### config.mk
export PLATFORM = sky130hd
export DESIGN_NAME = mem32_initiator
export DESIGN_NICKNAME = d
export VERILOG_FILES = /design/src/rtl/mem32_initiator_pkg.sv /design/src/rtl/mem32_load_extract.sv /design/src/rtl/mem32_initiator.sv
export SDC_FILE = /design/constraint.sdc
export NUM_CORES = 1
export LEC_CHECK = 0
export CORE_AREA = 2 2 149 93
export CTS_CLUSTER_SIZE = 10
export DETAILED_ROUTE_END_ITERATION = 8
export DIE_AREA = 0 0 151 95
export GPL_ROUTABILITY_DRIVEN = 0
export PLACE_DENSITY = 0.9
export SKIP_LAST_GASP = 1
export SYNTH_ARGS = -nofsm -noshare
export SYNTH_HDL_FRONTEND = slang
export SYNTH_SLANG_ARGS = --single-unit
### constraint.sdc
create_clock -name clk -period 2.1 [get_ports clk]
set_input_delay 0.42 -clock clk [delete_from_list [all_inputs] [get_ports clk]]
set_output_delay 0.42 -clock clk [all_outputs]
set_load 0.1 [all_outputs]
### src/rtl/mem32_initiator_pkg.sv
// Shared definitions for the 32-bit memory initiator: access size codes,
// FSM state encoding and the byte-lane mask helper.
package mem32_initiator_pkg;

    localparam logic [1:0] SIZE_BYTE    = 2'd0;
    localparam logic [1:0] SIZE_HALF    = 2'd1;
    localparam logic [1:0] SIZE_WORD    = 2'd2;
    localparam logic [1:0] SIZE_ILLEGAL = 2'd3;

    typedef enum logic {
        IDLE   = 1'b0,
        SECOND = 1'b1
    } state_t;

    // Byte lanes touched by an access, 8 lanes wide so that a word-crossing
    // access shows its second-word lanes in the high nibble.
    function automatic logic [7:0] lane_mask(input logic [1:0] size, input logic [1:0] off);
        logic [7:0] base;
        case (size)
            SIZE_BYTE: base = 8'b0000_0001;
            SIZE_HALF: base = 8'b0000_0011;
            SIZE_WORD: base = 8'b0000_1111;
            default:   base = 8'b0000_0000;
        endcase
        return base << off;
    endfunction

endpackage

### src/rtl/mem32_load_extract.sv
// Load data extraction: shifts a 64-bit two-word window right by the byte
// offset and sign/zero-extends the selected byte, half or word.
module mem32_load_extract
    import mem32_initiator_pkg::*;
(
    input  logic [63:0] window,
    input  logic [1:0]  off,
    input  logic [1:0]  size,
    input  logic        uns,
    output logic [31:0] data
);

    logic [63:0] shifted_s;

    // Select and extend the addressed bytes.
    always_comb begin
        shifted_s = window >> {off, 3'b000};
        case (size)
            SIZE_BYTE: begin
                if (uns) begin
                    data = {24'h00_0000, shifted_s[7:0]};
                end else begin
                    data = {{24{shifted_s[7]}}, shifted_s[7:0]};
                end
            end
            SIZE_HALF: begin
                if (uns) begin
                    data = {16'h0000, shifted_s[15:0]};
                end else begin
                    data = {{16{shifted_s[15]}}, shifted_s[15:0]};
                end
            end
            SIZE_WORD: data = shifted_s[31:0];
            default:   data = 32'h0000_0000;
        endcase
    end

endmodule

### src/rtl/mem32_initiator.sv
// Core-side byte/half/word load-store adapter for a 32-bit single-ported
// memory. Aligned accesses take one memory cycle; word-crossing accesses are
// split into two back-to-back cycles. Read data arrives one cycle after the
// address, so load results are formed combinationally in the response cycle.
module mem32_initiator
    import mem32_initiator_pkg::*;
#(
    parameter int WIDTH = 13
) (
    input  logic             clk,
    input  logic             rstn,
    input  logic             req_valid,
    output logic             req_ready,
    input  logic             req_write,
    input  logic [1:0]       req_size,
    input  logic             req_unsigned,
    input  logic [WIDTH+1:0] req_addr,
    input  logic [31:0]      req_wdata,
    output logic             resp_valid,
    output logic [31:0]      resp_rdata,
    output logic             resp_error,
    output logic             mem_valid,
    output logic             mem_write,
    output logic [3:0]       mem_wmask,
    output logic [31:0]      mem_wdata,
    output logic [WIDTH-1:0] mem_addr,
    input  logic [31:0]      mem_rdata
);

    state_t           state_r, state_s;
    logic             accept_s, legal_s, cross_s;
    logic [7:0]       mask_s;
    logic [63:0]      wide_s;
    logic [WIDTH-1:0] next_word_s;
    logic [63:0]      window_s;
    logic [31:0]      extract_s;

    // Captured request attributes for the response / second access.
    logic [1:0]       size_r;
    logic [1:0]       off_r;
    logic             uns_r;
    logic             write_r;
    logic             split_r;
    logic [3:0]       hi_mask_r;
    logic [31:0]      hi_wdata_r;
    logic [WIDTH-1:0] addr2_r;
    logic [31:0]      word1_r;
    logic             resp_valid_r;
    logic             resp_error_r;

    assign req_ready   = (state_r == IDLE);
    assign accept_s    = req_valid & req_ready;
    assign legal_s     = (req_size != SIZE_ILLEGAL);
    assign mask_s      = lane_mask(req_size, req_addr[1:0]);
    assign cross_s     = legal_s & (mask_s[7:4] != 4'b0000);
    assign wide_s      = {32'h0000_0000, req_wdata} << {req_addr[1:0], 3'b000};
    assign next_word_s = req_addr[WIDTH+1:2] + {{(WIDTH-1){1'b0}}, 1'b1};

    // Next state and memory port drive.
    always_comb begin
        state_s   = state_r;
        mem_valid = 1'b0;
        mem_write = 1'b0;
        mem_wmask = 4'b0000;
        mem_wdata = 32'h0000_0000;
        mem_addr  = req_addr[WIDTH+1:2];
        case (state_r)
            IDLE: begin
                if (accept_s && legal_s) begin
                    mem_valid = 1'b1;
                    mem_write = req_write & (mask_s[3:0] != 4'b0000);
                    mem_wmask = mask_s[3:0];
                    mem_wdata = wide_s[31:0];
                    if (cross_s) begin
                        state_s = SECOND;
                    end else begin
                        state_s = IDLE;
                    end
                end else begin
                    state_s = IDLE;
                end
            end
            SECOND: begin
                mem_valid = 1'b1;
                mem_write = write_r & (hi_mask_r != 4'b0000);
                mem_wmask = hi_mask_r;
                mem_wdata = hi_wdata_r;
                mem_addr  = addr2_r;
                state_s   = IDLE;
            end
            default: state_s = IDLE;
        endcase
    end

    // State register, request capture and response flags.
    always_ff @(posedge clk or negedge rstn) begin
        if (!rstn) begin
            state_r      <= IDLE;
            size_r       <= 2'b00;
            off_r        <= 2'b00;
            uns_r        <= 1'b0;
            write_r      <= 1'b0;
            split_r      <= 1'b0;
            hi_mask_r    <= 4'b0000;
            hi_wdata_r   <= 32'h0000_0000;
            addr2_r      <= {WIDTH{1'b0}};
            word1_r      <= 32'h0000_0000;
            resp_valid_r <= 1'b0;
            resp_error_r <= 1'b0;
        end else begin
            state_r      <= state_s;
            resp_valid_r <= 1'b0;
            resp_error_r <= 1'b0;
            if (state_r == SECOND) begin
                word1_r      <= mem_rdata;
                resp_valid_r <= 1'b1;
            end else if (accept_s) begin
                size_r       <= req_size;
                off_r        <= req_addr[1:0];
                uns_r        <= req_unsigned;
                write_r      <= req_write;
                split_r      <= cross_s;
                hi_mask_r    <= mask_s[7:4];
                hi_wdata_r   <= wide_s[63:32];
                addr2_r      <= next_word_s;
                resp_valid_r <= ~cross_s;
                resp_error_r <= ~legal_s;
            end
        end
    end

    // Split loads see {second word, first word}; aligned loads see one word.
    assign window_s = split_r ? {mem_rdata, word1_r} : {32'h0000_0000, mem_rdata};

    mem32_load_extract u_extract (
        .window (window_s),
        .off    (off_r),
        .size   (size_r),
        .uns    (uns_r),
        .data   (extract_s)
    );

    assign resp_valid = resp_valid_r;
    assign resp_error = resp_error_r;
    assign resp_rdata = (resp_valid_r && !resp_error_r && !write_r) ? extract_s : 32'h0000_0000;

endmodule

==> results.json <==
{
  "p_leak_nw": 4.90,
  "grt_usage_pct": 40.3,
  "die_area_um2": 14300,
  "power_density_nw_per_um2": 725,
  "drtPass1Iterations": 5,
  "yosys.area_share.simple_pct": 14.8,
  "worstPathRequired_ns": 1.68,
  "syn_nets": 725,
  "ir_drop_mv": 0.501,
  "synth_compound_area_share_pct": 15.1,
  "post-dp-hpwl_mm": 17.4,
  "nets": 1008,
  "root_buffer": "clkbuf_16",
  "avgSynthCellArea_um2": 9.82,
  "grt_max_degree": 50,
  "regToRegStartpoint": "state_r$_DFF_PN0_",
  "drv_cap": 0,
  "synth_mux_area_share_pct": 28.9,
  "setup_ws_ns": -0.632,
  "synth_edf_count": 0,
  "clk-insertion-delay-late_ns": 0.35,
  "grt_first_pass_wirelength_mm": 42.8,
  "drt_wl_total_mm": 30.8,
  "globalRouteOverflowTotal": 0,
  "slew_headroom_pct": 48.4,
  "reg2reg_to": "hi_wdata_r[23]$_DFFE_PN0P_",
  "h-tree-depth": 3,
  "cts_tree": "done",
  "finalHoldViolations": 0,
  "rsz0062_at_grt": "yes",
  "power_mw": 8.41,
  "finalSetupViolations": 87,
  "coreArea_um2": 13100,
  "hold_path_class": "in2async",
  "drc": 0,
  "rows": 33,
  "antenna_found_initial": 1,
  "wire_per_inst_um": 28.0,
  "startpoint_type": "flop",
  "grt_pass1_vias": 7423,
  "drive_above_1_share_pct": 49.7,
  "violations": "setup timing",
  "drt-vias-per-instance": 6.61,
  "endpoint_kind": "primary output",
  "synth-xor-area-share_pct": 1.69,
  "fin_crit_sh_pct": 130,
  "yosysSeqAreaShare_pct": 32.9,
  "fp.dieH_um": 95,
  "synth_cell_type_count": 56,
  "stdcell_count": 1099,
  "start_util_pct": 47.5,
  "cts_buffer_depth": 2,
  "netlist_area_um2": 6230,
  "clock_sinks": 82,
  "ant_nets": 0,
  "synth_top_family_by_area": "multiplexers",
  "path_max_fanout": 12,
  "fin_util_pct": 88.3,
  "drt_iter0_markers": 866,
  "ioPinCount": 172,
  "dp.cells": 1041,
  "ff2ff_path_depth": 9,
  "critical_path_class": "reg2out",
  "cts_buffers": 9,
  "placed_area_um2": 10300,
  "hold_slack_ns": 0.0323,
  "ctsHoldBuffers": 0,
  "vias": 7267,
  "syn_inst": 635,
  "fmax_mhz": 366,
  "slew_viol_final": 0,
  "final_area_um2": 11600,
  "ys.flop_type": "dfrtp_1",
  "status": "finished, violations left",
  "clk_pin_slew_ns": 0.06,
  "rrSetupSlack_ns": -0.04,
  "synth_warnings": 0,
  "skew_ns": 0.00647,
  "place.port_buffers": 171,
  "fp.dieW_um": 151,
  "ys_seq_elements": 82,
  "synthAdderAreaFrac_pct": 0.803,
  "min_period_ns": 2.73,
  "pre_cts_slack_ns": -0.515,
  "ys_async_sr_fraction_pct": 100,
  "fin_setup_tns_ns": -32.71,
  "worstMarginPinSlew_ns": 0.773,
  "critPathArrivalTime_ns": 2.31,
  "syn_to_final_growth_pct": 86.1
}
-- cell usage in the layout, fill, tap and decap left out, types with 9 or more instances in the layout --
master,Yosys,layout
buf_12,1,104
a22o_1,25,16
xnor2_1,9,9
buf_6,8,15
a21oi_1,12,11
clkdlybuf4s50_1,0,79
nand2b_1,13,11
a22o_4,0,9
mux2i_1,67,58
buf_4,7,114
and3_4,0,9
o21ai_4,0,28
nor2_1,48,40
nor2b_1,13,11
dfrtp_1,82,76
nor2_4,0,9
o21ai_0,55,25
nand2_1,78,72
clkbuf_16,0,11
mux4_2,20,20
mux2_2,58,54
-- report_power, final --
group / switching [mW] / internal, mW
combinational: 2.56 / 1.92
clock: 0.715 / 1.08
sequential: 0.279 / 1.86
-- sequential cells by signal, indices dropped and copies added, names as in the netlist --
signal and cells:
uns_r 1, addr2_r 13, hi_wdata_r 24, resp_valid 1, split_r 1, write_r 1
size_r 2, resp_error 1, hi_mask_r 3, word1_r 32, off_r 2, state_r 1
-- cell type report --
cell class / instances / area, µm²
fillers: 539 / 1530
flip-flops and latches: 82 / 2070
inverters: 6 / 28.8
multi-input cells: 493 / 4760
clock buffers: 10 / 239
diodes: 1 / 2.50
well taps: 175 / 219
repair buffers: 326 / 4190
clock inverters: 6 / 90.1
-- worst max path at each step --
stage / start / to / slack, ns / cells past startpoint
final: resp_error$_DFF_PN0_ / resp_rdata[31] / -0.63 / 6
after global routing: resp_error$_DFF_PN0_ / resp_rdata[31] / -0.67 / 6
after CTS: resp_error$_DFF_PN0_ / resp_rdata[31] / -0.58 / 6
after detailed placement: mem_rdata[23] / resp_rdata[31] / -0.51 / 7
after global placement: mem_rdata[31] / resp_rdata[31] / -0.45 / 7
after floorplan: resp_error$_DFF_PN0_ / resp_rdata[31] / -1.19 / 5
-- cells by family after synthesis --
kind of cell | Yosys count
compound gates | 137
fa+ha+maj | 4
buf+inv | 61
xor+xnor | 12
mux | 146
simple gates | 193
flops | 82
-- metal layers --
| metal | part of all wire [%] | global-route usage (%) |
|---|---|---|
| met1 | 37 | 52.0 |
| met2 | 45 | 65.8 |
| met3 | 12 | 10.2 |
| met4 | 5.6 | 15.7 |
| met5 | 0 | 0 |
-- what timing repair did --
item                                    4_1_cts  5_1_grt
cloned                                       10        3
setup buffers                                20       14
pin swaps                                    22       12
endpoints found under the setup margin       82       96
endpoints found under the hold margin         0        0
gates resized for setup                      77       38
-- synthesized netlist by cell type (11+ instances only) --
| cell | n | area share [%] |
|---|---|---|
| dfrtp_1 | 82 | 33 |
| nand2b_1 | 13 | 1.3 |
| nor2b_1 | 13 | 1.3 |
| mux2i_1 | 67 | 11 |
| mux4_2 | 20 | 7.2 |
| nand3_1 | 11 | 0.88 |
| nor2_1 | 48 | 2.9 |
| mux2_2 | 58 | 10 |
| a22o_1 | 25 | 3.5 |
| clkbuf_1 | 14 | 0.84 |
| a21oi_1 | 12 | 0.96 |
| nand2_1 | 78 | 4.7 |
| o21ai_0 | 55 | 4.4 |
| buf_2 | 15 | 1.2 |
-- critical path: stages, from the launching register on --
cell      delay (ns)
dfrtp_4         0.48
or3b_4          0.43
a21oi_4         0.26
nand4_4         0.16
buf_12          0.20
o211ai_1        0.19
buf_12          0.23
Power figures use the tool's default switching activity.
